$ cat src/rtl/eth_axis_pkg.sv
// Shared helpers and the FIFO entry layout for the Ethernet TX width down-converter.
// Pure declarations, no logic.
// Widths are computed from the IN_BYTES/OUT_BYTES parameters of the instantiating block.
package eth_axis_pkg;

  // Number of output beats that make up one full input word
  function automatic int beats_per_word(input int in_bytes, input int out_bytes);
    return in_bytes / out_bytes;
  endfunction

  // Index width for a counter over n items, never narrower than one bit
  function automatic int idx_width(input int n);
    return (n > 1) ? $clog2(n) : 1;
  endfunction

  localparam int DEF_IN_BYTES = 4;
  localparam int DEF_BC_W     = 2;

  // FIFO entry for the default 4-byte input word; the top re-declares the same
  // field order sized from its own parameters.
  typedef struct packed {
    logic                      tuser;
    logic                      tlast;
    logic [DEF_BC_W-1:0]       byte_count;
    logic [8*DEF_IN_BYTES-1:0] tdata;
  } tx_entry_t;

endpackage

$ cat src/rtl/eth_sync_fifo.sv
// Single-clock FIFO with registered read data, full/empty flags and a fill level.
// Latency: rd_data is valid on the cycle after the read edge.
// Backpressure: writes while full and reads while empty are ignored.
module eth_sync_fifo #(
  parameter int WIDTH = 8,
  parameter int DEPTH = 16
) (
  input  logic                     m_clk_i,
  input  logic                     m_rstn_i,
  input  logic                     wr_en,
  input  logic [WIDTH-1:0]         wr_data,
  input  logic                     rd_en,
  output logic [WIDTH-1:0]         rd_data,
  output logic                     full,
  output logic                     empty,
  output logic [$clog2(DEPTH):0]   level
);
  localparam int AW = $clog2(DEPTH);

  logic [WIDTH-1:0] mem [DEPTH];
  logic [AW-1:0]    wptr, rptr;
  logic [AW:0]      count;
  logic             do_wr, do_rd;

  // A full FIFO refuses writes even when a read happens on the same edge
  assign do_wr = wr_en && !full;
  assign do_rd = rd_en && !empty;
  assign full  = (count == (AW+1)'(DEPTH));
  assign empty = (count == '0);
  assign level = count;

  // Storage array, no reset needed since pointers gate every access
  always_ff @(posedge m_clk_i) begin
    if (do_wr) mem[wptr] <= wr_data;
  end

  // Pointers, occupancy and the registered read port
  always_ff @(posedge m_clk_i) begin
    if (!m_rstn_i) begin
      wptr    <= '0;
      rptr    <= '0;
      count   <= '0;
      rd_data <= '0;
    end else begin
      if (do_wr) wptr <= wptr + 1'b1;
      if (do_rd) begin
        rptr    <= rptr + 1'b1;
        rd_data <= mem[rptr];
      end
      case ({do_wr, do_rd})
        2'b10:   count <= count + 1'b1;
        2'b01:   count <= count - 1'b1;
        default: count <= count;
      endcase
    end
  end
endmodule

$ cat src/rtl/eth_axis_tx_downsizer.sv
// AXIS width down-converter: IN_BYTES words in, OUT_BYTES beats out, via a DEPTH-word FIFO.
// Latency: two cycles from input accept to first output beat when everything is empty.
// Backpressure: s_axis_tready follows FIFO space; outputs hold while m_axis_tready is low.
module eth_axis_tx_downsizer
  import eth_axis_pkg::*;
#(
  parameter int IN_BYTES  = 4,
  parameter int OUT_BYTES = 1,
  parameter int DEPTH     = 16
) (
  input  logic                              s_clk_i,
  input  logic                              s_rstn_i,
  input  logic [8*IN_BYTES-1:0]             s_axis_tdata,
  input  logic [idx_width(IN_BYTES)-1:0]    s_axis_byte_count,
  input  logic                              s_axis_tvalid,
  output logic                              s_axis_tready,
  input  logic                              s_axis_tlast,
  input  logic                              s_axis_tuser,
  output logic [8*OUT_BYTES-1:0]            m_axis_tdata,
  output logic [OUT_BYTES-1:0]              m_axis_tkeep,
  output logic                              m_axis_tvalid,
  input  logic                              m_axis_tready,
  output logic                              m_axis_tlast,
  output logic                              m_axis_tuser,
  output logic [$clog2(DEPTH):0]            fifo_level_o
);
  localparam int R        = beats_per_word(IN_BYTES, OUT_BYTES);
  localparam int IDXW     = idx_width(R);
  localparam int BCW      = idx_width(IN_BYTES);
  localparam int OB_BITS  = 8 * OUT_BYTES;
  localparam int OB_SHIFT = $clog2(OUT_BYTES);

  typedef struct packed {
    logic                  tuser;
    logic                  tlast;
    logic [BCW-1:0]        byte_count;
    logic [8*IN_BYTES-1:0] tdata;
  } entry_t;

  entry_t          wr_entry, rd_entry, ow;
  logic            live_q, fifo_full, fifo_empty, fifo_rd, fifo_wr;
  logic            pf_vld, ow_vld, beat_hs, is_final, take;
  logic [IDXW-1:0] beat_idx, final_idx;

  assign s_axis_tready = live_q && !fifo_full;
  assign fifo_wr       = s_axis_tvalid && s_axis_tready;
  assign wr_entry      = '{tuser: s_axis_tuser, tlast: s_axis_tlast,
                           byte_count: s_axis_byte_count, tdata: s_axis_tdata};

  eth_sync_fifo #(.WIDTH($bits(entry_t)), .DEPTH(DEPTH)) u_fifo (
    .m_clk_i  (s_clk_i),
    .m_rstn_i (s_rstn_i),
    .wr_en    (fifo_wr),
    .wr_data  (wr_entry),
    .rd_en    (fifo_rd),
    .rd_data  (rd_entry),
    .full     (fifo_full),
    .empty    (fifo_empty),
    .level    (fifo_level_o)
  );

  // Last beat of the held word: truncated on the frame's last word, full otherwise
  always_comb begin
    final_idx = ow.tlast ? IDXW'(ow.byte_count >> OB_SHIFT) : IDXW'(R - 1);
    is_final  = (beat_idx == final_idx);
    beat_hs   = ow_vld && m_axis_tready;
    // rd_entry holds a prefetched word whenever pf_vld is set; hand it over
    // as soon as the holding register frees up so words run back to back
    take      = pf_vld && (!ow_vld || (beat_hs && is_final));
    fifo_rd   = !fifo_empty && (!pf_vld || take);
  end

  // Hold tready low through reset and for the first cycle out of it
  always_ff @(posedge s_clk_i) begin
    live_q <= s_rstn_i;
  end

  // Prefetch flag, holding register and beat counter
  always_ff @(posedge s_clk_i) begin
    if (!s_rstn_i) begin
      pf_vld   <= 1'b0;
      ow_vld   <= 1'b0;
      ow       <= '0;
      beat_idx <= '0;
    end else begin
      if (fifo_rd)   pf_vld <= 1'b1;
      else if (take) pf_vld <= 1'b0;

      if (take) begin
        ow       <= rd_entry;
        ow_vld   <= 1'b1;
        beat_idx <= '0;
      end else if (beat_hs) begin
        if (is_final) begin
          ow_vld   <= 1'b0;
          beat_idx <= '0;
        end else begin
          beat_idx <= beat_idx + 1'b1;
        end
      end
    end
  end

  // Beat decode from registered state only, so outputs cannot move during a stall
  always_comb begin
    m_axis_tvalid = ow_vld;
    m_axis_tdata  = ow.tdata[int'(beat_idx)*OB_BITS +: OB_BITS];
    m_axis_tlast  = ow_vld && ow.tlast && is_final;
    m_axis_tuser  = ow_vld && ow.tuser;
    m_axis_tkeep  = ow_vld ? '1 : '0;
    if (m_axis_tlast) begin
      for (int i = 0; i < OUT_BYTES; i++) begin
        m_axis_tkeep[i] = (i <= (int'(ow.byte_count) % OUT_BYTES));
      end
    end
  end
endmodule
$ cat config.mk
export PLATFORM = sky130hd
export DESIGN_NAME = eth_axis_tx_downsizer
export DESIGN_NICKNAME = d
export VERILOG_FILES = /design/src/rtl/eth_axis_pkg.sv /design/src/rtl/eth_sync_fifo.sv /design/src/rtl/eth_axis_tx_downsizer.sv
export SDC_FILE = /design/constraint.sdc
export NUM_CORES = 1
export LEC_CHECK = 0
export CAP_MARGIN = 40
export CORE_MARGIN = 3
export CORE_UTILIZATION = 65
export CTS_CLUSTER_SIZE = 10
export DETAILED_ROUTE_END_ITERATION = 7
export MAX_ROUTING_LAYER = met4
export PLACE_DENSITY_LB_ADDON = 0.3
export SLEW_MARGIN = 40
export SYNTH_ARGS = -nofsm -noshare
export SYNTH_HDL_FRONTEND = slang
export SYNTH_HIERARCHICAL = 1
export SYNTH_SLANG_ARGS = --single-unit
$ cat constraint.sdc
create_clock -name s_clk_i -period 9.6 [get_ports s_clk_i]
set_input_delay 1.92 -clock s_clk_i [delete_from_list [all_inputs] [get_ports s_clk_i]]
set_output_delay 1.92 -clock s_clk_i [all_outputs]
set_load 0.02 [all_outputs]
==> results.yml, run 1 <==
cts:
  post_cts_buffers: 0
  clk_path_buf_depth: 3
  cts_resized: 0
  clock_latency_ns: 0.59
  cts-root-buf: "clkbuf_16"
  path_clk_slew_ns: 0.06
  cts_buffers: 76
  cts_hold_buf: 0
  htreeDepth: 3
  cts_sinks: 666
  cts_tree: "done"
worst_setup_path:
  crit_required_ns: 10.08
  path_class: "in2reg"
  critical_path_buf_inv_count: 2
  crit_slowest_cell: "clkdlybuf4s50_1"
  cp_max_fo: 8
  critPathTopFamily: "compound AO/OA/AOI/OAI gates"
  worst_setup_path_start_kind: "input pin"
  end_kind: "register"
  worstPathCellList: "clkdlybuf4s50_1 > a21boi_0 > o21ba_2 > o21a_1 > ha_1 > inv_1 > fa_1 > nor2b_1 > o21ai_0 > nand3_1 > or3b_2 > mux2i_1"
  cp.arrival_ns: 5.09
  cp_slowest_stage_delay_ns: 0.51
synth:
  synth_compound_area_share_pct: 2.78
  ys_types: 46
  synth_edf_count: 576
  synth_top_area_cell: "edfxtp_1"
  synth_seq_cells: 666
  synthesis.area_mm2: 0.0257
  ys_seq_area_share_pct: 74.4
  syn_area_per_cell_um2: 20.3
  synth_top_family_by_area: "multiplexers"
  synth_area_leaders: "edfxtp_1 (67%), mux4_2 (13%), dfxtp_1 (7.0%), mux2i_1 (2.9%), mux2_2 (1.6%)"
  synth_top_area_share_pct: 67.4
  synth_cells: 1266
  synth-async-reset-ratio_pct: 0
  synth_ff_type: "edfxtp_1"
  synthesis.nets: 1316
  yosysWarnings: 6
  synthAdderAreaFrac_pct: 0.517
  yosys.area_share.simple_pct: 2.51
  synth_xor_xnor_area_share_pct: 0.341
  synthMuxAreaShare_pct: 17.8
drt:
  finalWirelength_um: 53600
  num_vias: 12600
  drt-wirelength-per-cell_um: 27.7
  drt.antenna.violating_nets: 0
  viasPerCell: 6.50
  drt_iter0_markers: 1429
  drc: 0
  drt_pre_antenna_iters: 5
final_layout:
  antenna_cells: 0
  nNetsFinal: 1408
  multi_input_area_mm2: 0.00630
  area_growth_pct: 13.4
  drive_gt1_share_pct: 24.9
  final_cell_area_mm2: 0.0291
  n_fill_cell: 2068
  regArea_mm2: 0.0191
floorplan:
  ios: 58
  core-area_mm2: 0.0388
  start_util_pct: 66.1
  dieArea_mm2: 0.0419
  row_count: 72
  die_y_um: 205
  die_w_um: 205
timing:
  setup_viol: 0
  period_share_pct: 48.0
  worst_pin_slew_ns: 0.754
  slew_headroom_pct: 49.6
  rsz0062_at_grt: "false"
  report.final.slew_viol_count: 0
  fmax_mhz: 217
  fin_ws_ns: 4.99
  tns_ns: 0
  fin_skew_ns: 0.0240
  hold_viol_final: 0
  period_needed_ns: 4.61
power:
  power_frac_seq_pct: 47.8
  pwr-share-comb_pct: 15.0
  pwr-share-clk_pct: 37.2
  p_total_mw: 6.96
  p_switching_mw: 1.67
  powerDensity_mw_per_mm2: 239
  internal_power_mw: 5.29
  leakagePower_nw: 8.89
  swShare_pct: 24.0
  vdd_drop_max_v: 0.000193
placed_design:
  post-place-ws_ns: 4.42
  placed_area_mm2: 0.0269
  place_congestion: 0.793
  hpwl_um: 27500
  port_buffers: 57
grt:
  grt_max_degree: 85
  antenna_found_initial: 0
  gr-total-overflow: 0
  grt_usage_pct: 27.4
  grt_first_pass_wirelength_um: 81300
  grt_pass1_vias: 13100
hold_path:
  hp-class: "reg2reg"
job:
  maxCapViolCount: 0
status:
  status: "finished, final reports clean"
## worst register-to-register path, delay by kind of cell, from the launching register on
family,cells,cell delay [ns]
compound gates,4,1.07
fa+ha+maj,2,0.73
buf+inv,1,0.11
flops,1,0.74
mux,1,0.13
simple gates,4,1.03
## sequential cells by signal, indices dropped and copies added (netlist names)
| signal | flops |
|---|---|
| u_fifo/rd_data | 36 |
| live_q | 1 |
| beat_idx | 2 |
| ow | 36 |
| u_fifo/level | 5 |
| pf_vld | 1 |
| u_fifo/wptr | 4 |
| u_fifo/rptr | 4 |
| u_fifo/mem | 576 |
| m_axis_tvalid | 1 |
## power by group through the flow
| stage | Combinational (mW) | Clock (mW) | Sequential [mW] |
|---|---|---|---|
| finish | 1.05 | 2.59 | 3.33 |
| global route | 1.13 | 2.74 | 3.34 |
| floorplan | 0.832 | 0 | 3.34 |
| detailed placement | 1.04 | 0 | 3.38 |
| global placement | 1.02 | 0 | 3.38 |
| CTS | 1.06 | 2.63 | 3.33 |
## Yosys cell counts (all sizes together), types with 2 or more instances
cell type	count
buf	35
nand2b	4
a22oi	37
a21boi	2
mux2	36
edfxtp	576
nand2	87
nor3b	2
dfxtp	90
nor3	4
nor2	16
and2	13
clkbuf	37
nand3	2
a21oi	4
o21ai	41
o31ai	2
xnor2	7
mux2i	75
nand4	2
nor2b	6
xor2	3
ha	9
mux4	152
inv	9
## cells in the final DEF, fill, tap and decap left out, drive strengths merged, types with 2 or more instances in the layout
| master | count |
|---|---|
| edfxtp | 576 |
| mux4 | 152 |
| clkbuf | 130 |
| dfxtp | 90 |
| nand2 | 87 |
| mux2i | 75 |
| clkdlybuf4s50 | 56 |
| o21ai | 41 |
| a22oi | 37 |
| mux2 | 36 |
| buf | 30 |
| nor2 | 16 |
| and2 | 13 |
| inv | 13 |
| ha | 9 |
| xnor2 | 7 |
| nor2b | 6 |
| a21oi | 4 |
| nand2b | 4 |
| nor3 | 4 |
| xor2 | 3 |
| nor3b | 2 |
| nand3 | 2 |
| o31ai | 2 |
| nand4 | 2 |
| a21boi | 2 |
## logic make-up (layout without fill, tap and decap cells)
logic type,after synthesis,count (layout)
simple gates,142,142
mux,263,263
xor+xnor,10,10
flops,666,666
fa+ha+maj,10,10
buf+inv,81,230
compound gates,94,94
## worst paths after layout
path	startpoint	end	slack [ns]	depth (start not counted)
setup / recovery	m_axis_tready	u_fifo/level[4]	4.99	12
hold / removal	ow[15]	ow[15]	0.46	2
setup reg to reg	beat_idx[1]	u_fifo/level[4]	5.67	12
hold reg to reg	ow[15]	ow[15]	0.46	2
## routing by layer
metal | GRT usage [%] | part of all wire, % | vias up
met2 | 40.9 | 49 | 651
met3 | 6.53 | 9.3 | 104
met5 | - | 0 | -
li1 | - | - | 5315
met1 | 37.9 | 39 | 6498
met4 | 9.56 | 2.6 | 0
## through the flow
stage / util, % / cells / hold WS, ns
3_3_place_gp: 69.2 / 1797 / 0.442
2_1_floorplan: - / 1266 / 0.430
3_5_place_dp: 69.2 / 1797 / 0.449
5_1_grt: 75.0 / 1933 / 0.473
6_report: 75.0 / 1933 / 0.457
4_1_cts: 74.9 / 1932 / 0.459
## final cells by class
class / instances / share of cell area [%]
flip-flops and latches: 666 / 65.6
multi-input cells: 519 / 21.6
clock buffers: 130 / 7.41
repair buffers: 86 / 2.81
well taps: 518 / 2.23
clock inverters: 5 / 0.176
inverters: 9 / 0.116
No activity file was read; power rests on OpenSTA's default activity.
==> run 2, diff against run 1 <==
--- a/config.mk
+++ b/config.mk
@@ -7,7 +7,7 @@
 export LEC_CHECK = 0
 export CAP_MARGIN = 40
 export CORE_MARGIN = 3
-export CORE_UTILIZATION = 65
+export CORE_UTILIZATION = 56
 export CTS_CLUSTER_SIZE = 10
 export DETAILED_ROUTE_END_ITERATION = 7
 export MAX_ROUTING_LAYER = met4
==> constraint.sdc (replaced) <==
create_clock -name s_clk_i -period 4.1 [get_ports s_clk_i]
set_input_delay 0.82 -clock s_clk_i [delete_from_list [all_inputs] [get_ports s_clk_i]]
set_output_delay 0.82 -clock s_clk_i [all_outputs]
set_load 0.02 [all_outputs]
==> run 2 against run 1 <==
  * Flip-flop and latch count stayed put
  * Largest cell class unchanged
  * Non-clock buffer count grew 17
  * Sequential share of layout area is 1.0 points lower
  * Critical endpoint unchanged
  * Largest power group unchanged
==> results.yml, run 2 (same netlist as run 1, synthesis figures left out) <==
status:
  status: "finished, final reports clean"
worst_setup_path:
  worst_setup_path_start_kind: "register"
  cp_common_cell: "ha_1"
  cp.arrival_ns: 4.07
  worstPathCellList: "and4bb_1 > a22oi_2 > a21boi_0 > o21ba_2 > o21a_1 > ha_1 > ha_1 > nor2b_1 > o21ai_0 > a21oi_1 > or3b_2 > mux2i_1"
  end_kind: "register"
  cp_slowest_stage_delay_ns: 0.68
  crit_required_ns: 4.59
  r2r_cells: 12
  crit_slowest_cell: "dfxtp_1"
  cp_max_fo: 14
  path_class: "reg2reg"
timing:
  slew_headroom_pct: 50.3
  period_needed_ns: 3.58
  fin_skew_ns: 0.0185
  setup_viol: 0
  fin_ws_ns: 0.519
  period_share_pct: 87.4
  hold_viol_final: 0
  fmax_mhz: 279
  rsz0062_at_grt: "false"
  tns_ns: 0
  worst_pin_slew_ns: 0.746
  report.final.slew_viol_count: 0
placed_design:
  port_buffers: 57
  hpwl_um: 29800
  post-place-ws_ns: 0.312
  place_congestion: 0.828
grt:
  grt_max_degree: 79
  antenna_found_initial: 4
  gr-total-overflow: 0
  grt_pass1_vias: 13000
  grt_usage_pct: 24.3
  grt_first_pass_wirelength_um: 82700
hold_path:
  hold_depth: 2
  hp-class: "reg2reg"
power:
  vdd_drop_max_v: 0.000372
  swShare_pct: 23.6
  internal_power_mw: 12.6
  power_frac_seq_pct: 47.4
  p_switching_mw: 3.90
  p_total_mw: 16.5
  powerDensity_mw_per_mm2: 559
  pwr-share-comb_pct: 14.7
  pwr-share-clk_pct: 37.8
  leakagePower_nw: 9.02
final_layout:
  multi_input_area_mm2: 0.00632
  layout_commonest_cell: "edfxtp_1"
  largest_reg_flops: 576
  regArea_mm2: 0.0191
  reg.largest.list: "u_fifo/mem (576), ow (36), u_fifo/rd_data (36)"
  layout_common_cells: "edfxtp_1 (576), mux4_2 (152), nand2_1 (87), dfxtp_1 (87), clkbuf_16 (81)"
  drive_gt1_share_pct: 25.8
  largest-register: "u_fifo/mem"
  area_growth_pct: 15.2
  n_fill_cell: 2871
  nNetsFinal: 1426
floorplan:
  ios: 58
  die_y_um: 220
  start_util_pct: 57.3
  row_count: 77
  dieArea_mm2: 0.0485
  die_w_um: 220
  core-area_mm2: 0.0448
drt:
  drt-wirelength-per-cell_um: 26.8
  drt_pre_antenna_iters: 7
  top_layer: "met4"
  drt.antenna.violating_nets: 0
  drc: 0
  viasPerCell: 6.20
  finalWirelength_um: 54500
  met1_length_um: 22700
  wl_met3_um: 4800
  wl_met2_um: 25600
  drt_iter0_markers: 1431
  num_vias: 12600
cts:
  cts_tree: "done"
  post_cts_buffers: 0
  cts-root-buf: "clkbuf_16"
  cts_buffers: 77
  clk_path_buf_depth: 3
  cts_resized: 0
  path_clk_slew_ns: 0.06
  cts_hold_buf: 0
  clock_latency_ns: 0.61
  htreeDepth: 3
  cts_sinks: 666
job:
  maxCapViolCount: 0
## run 2: metrics by stage
step	instances	hold slack, ns	util [%]	area (um2)
after floorplan	1266	0.430	-	25700
after global placement	1889	0.447	60.9	27300
after detailed placement	1889	0.444	60.9	27300
after CTS	2028	0.459	66.0	29600
after global routing	2032	0.468	66.0	29600
final	2032	0.458	66.0	29600
## run 2: worst max-delay path, delay by kind of cell, from the launching register on
family / cells / cell delay (ns)
AO/OA/AOI/OAI: 6 / 1.23
adder cells (fa/ha/maj): 2 / 0.57
flip-flops: 1 / 0.68
multiplexers: 1 / 0.13
AND/OR/NAND/NOR: 3 / 0.85
## run 2: cell type report
| class | count | area share, % |
|---|---|---|
| well taps | 592 | 2.50 |
| repair buffers | 103 | 3.59 |
| diodes | 4 | 0.0338 |
| multi-input cells | 519 | 21.4 |
| clock buffers | 134 | 7.56 |
| clock inverters | 5 | 0.258 |
| inverters | 9 | 0.114 |
| flip-flops and latches | 666 | 64.6 |
## run 2: power groups by stage
stage,clock network (mW),registers [mW],logic [mW]
3_3_place_gp,0,7.98,2.41
3_5_place_dp,0,7.98,2.46
6_report,6.25,7.84,2.44
5_1_grt,6.68,7.87,2.64
2_1_floorplan,0,7.81,1.95
4_1_cts,6.38,7.85,2.48
## run 2: path summary, 6_finish.rpt
| kind | from | end | slack [ns] |
|---|---|---|---|
| worst max register to register | beat_idx[1] | u_fifo/level[4] | 0.52 |
| worst max-delay path | beat_idx[1] | u_fifo/level[4] | 0.52 |
| worst min-delay path | ow[12] | ow[12] | 0.46 |
| worst min register to register | ow[12] | ow[12] | 0.46 |
## run 2: per-layer routing
metal / GRT usage (%) / vias to the layer above
met5: - / -
met4: 7.94 / 0
met3: 5.47 / 106
met2: 35.9 / 542
met1: 34.4 / 6592
li1: - / 5366
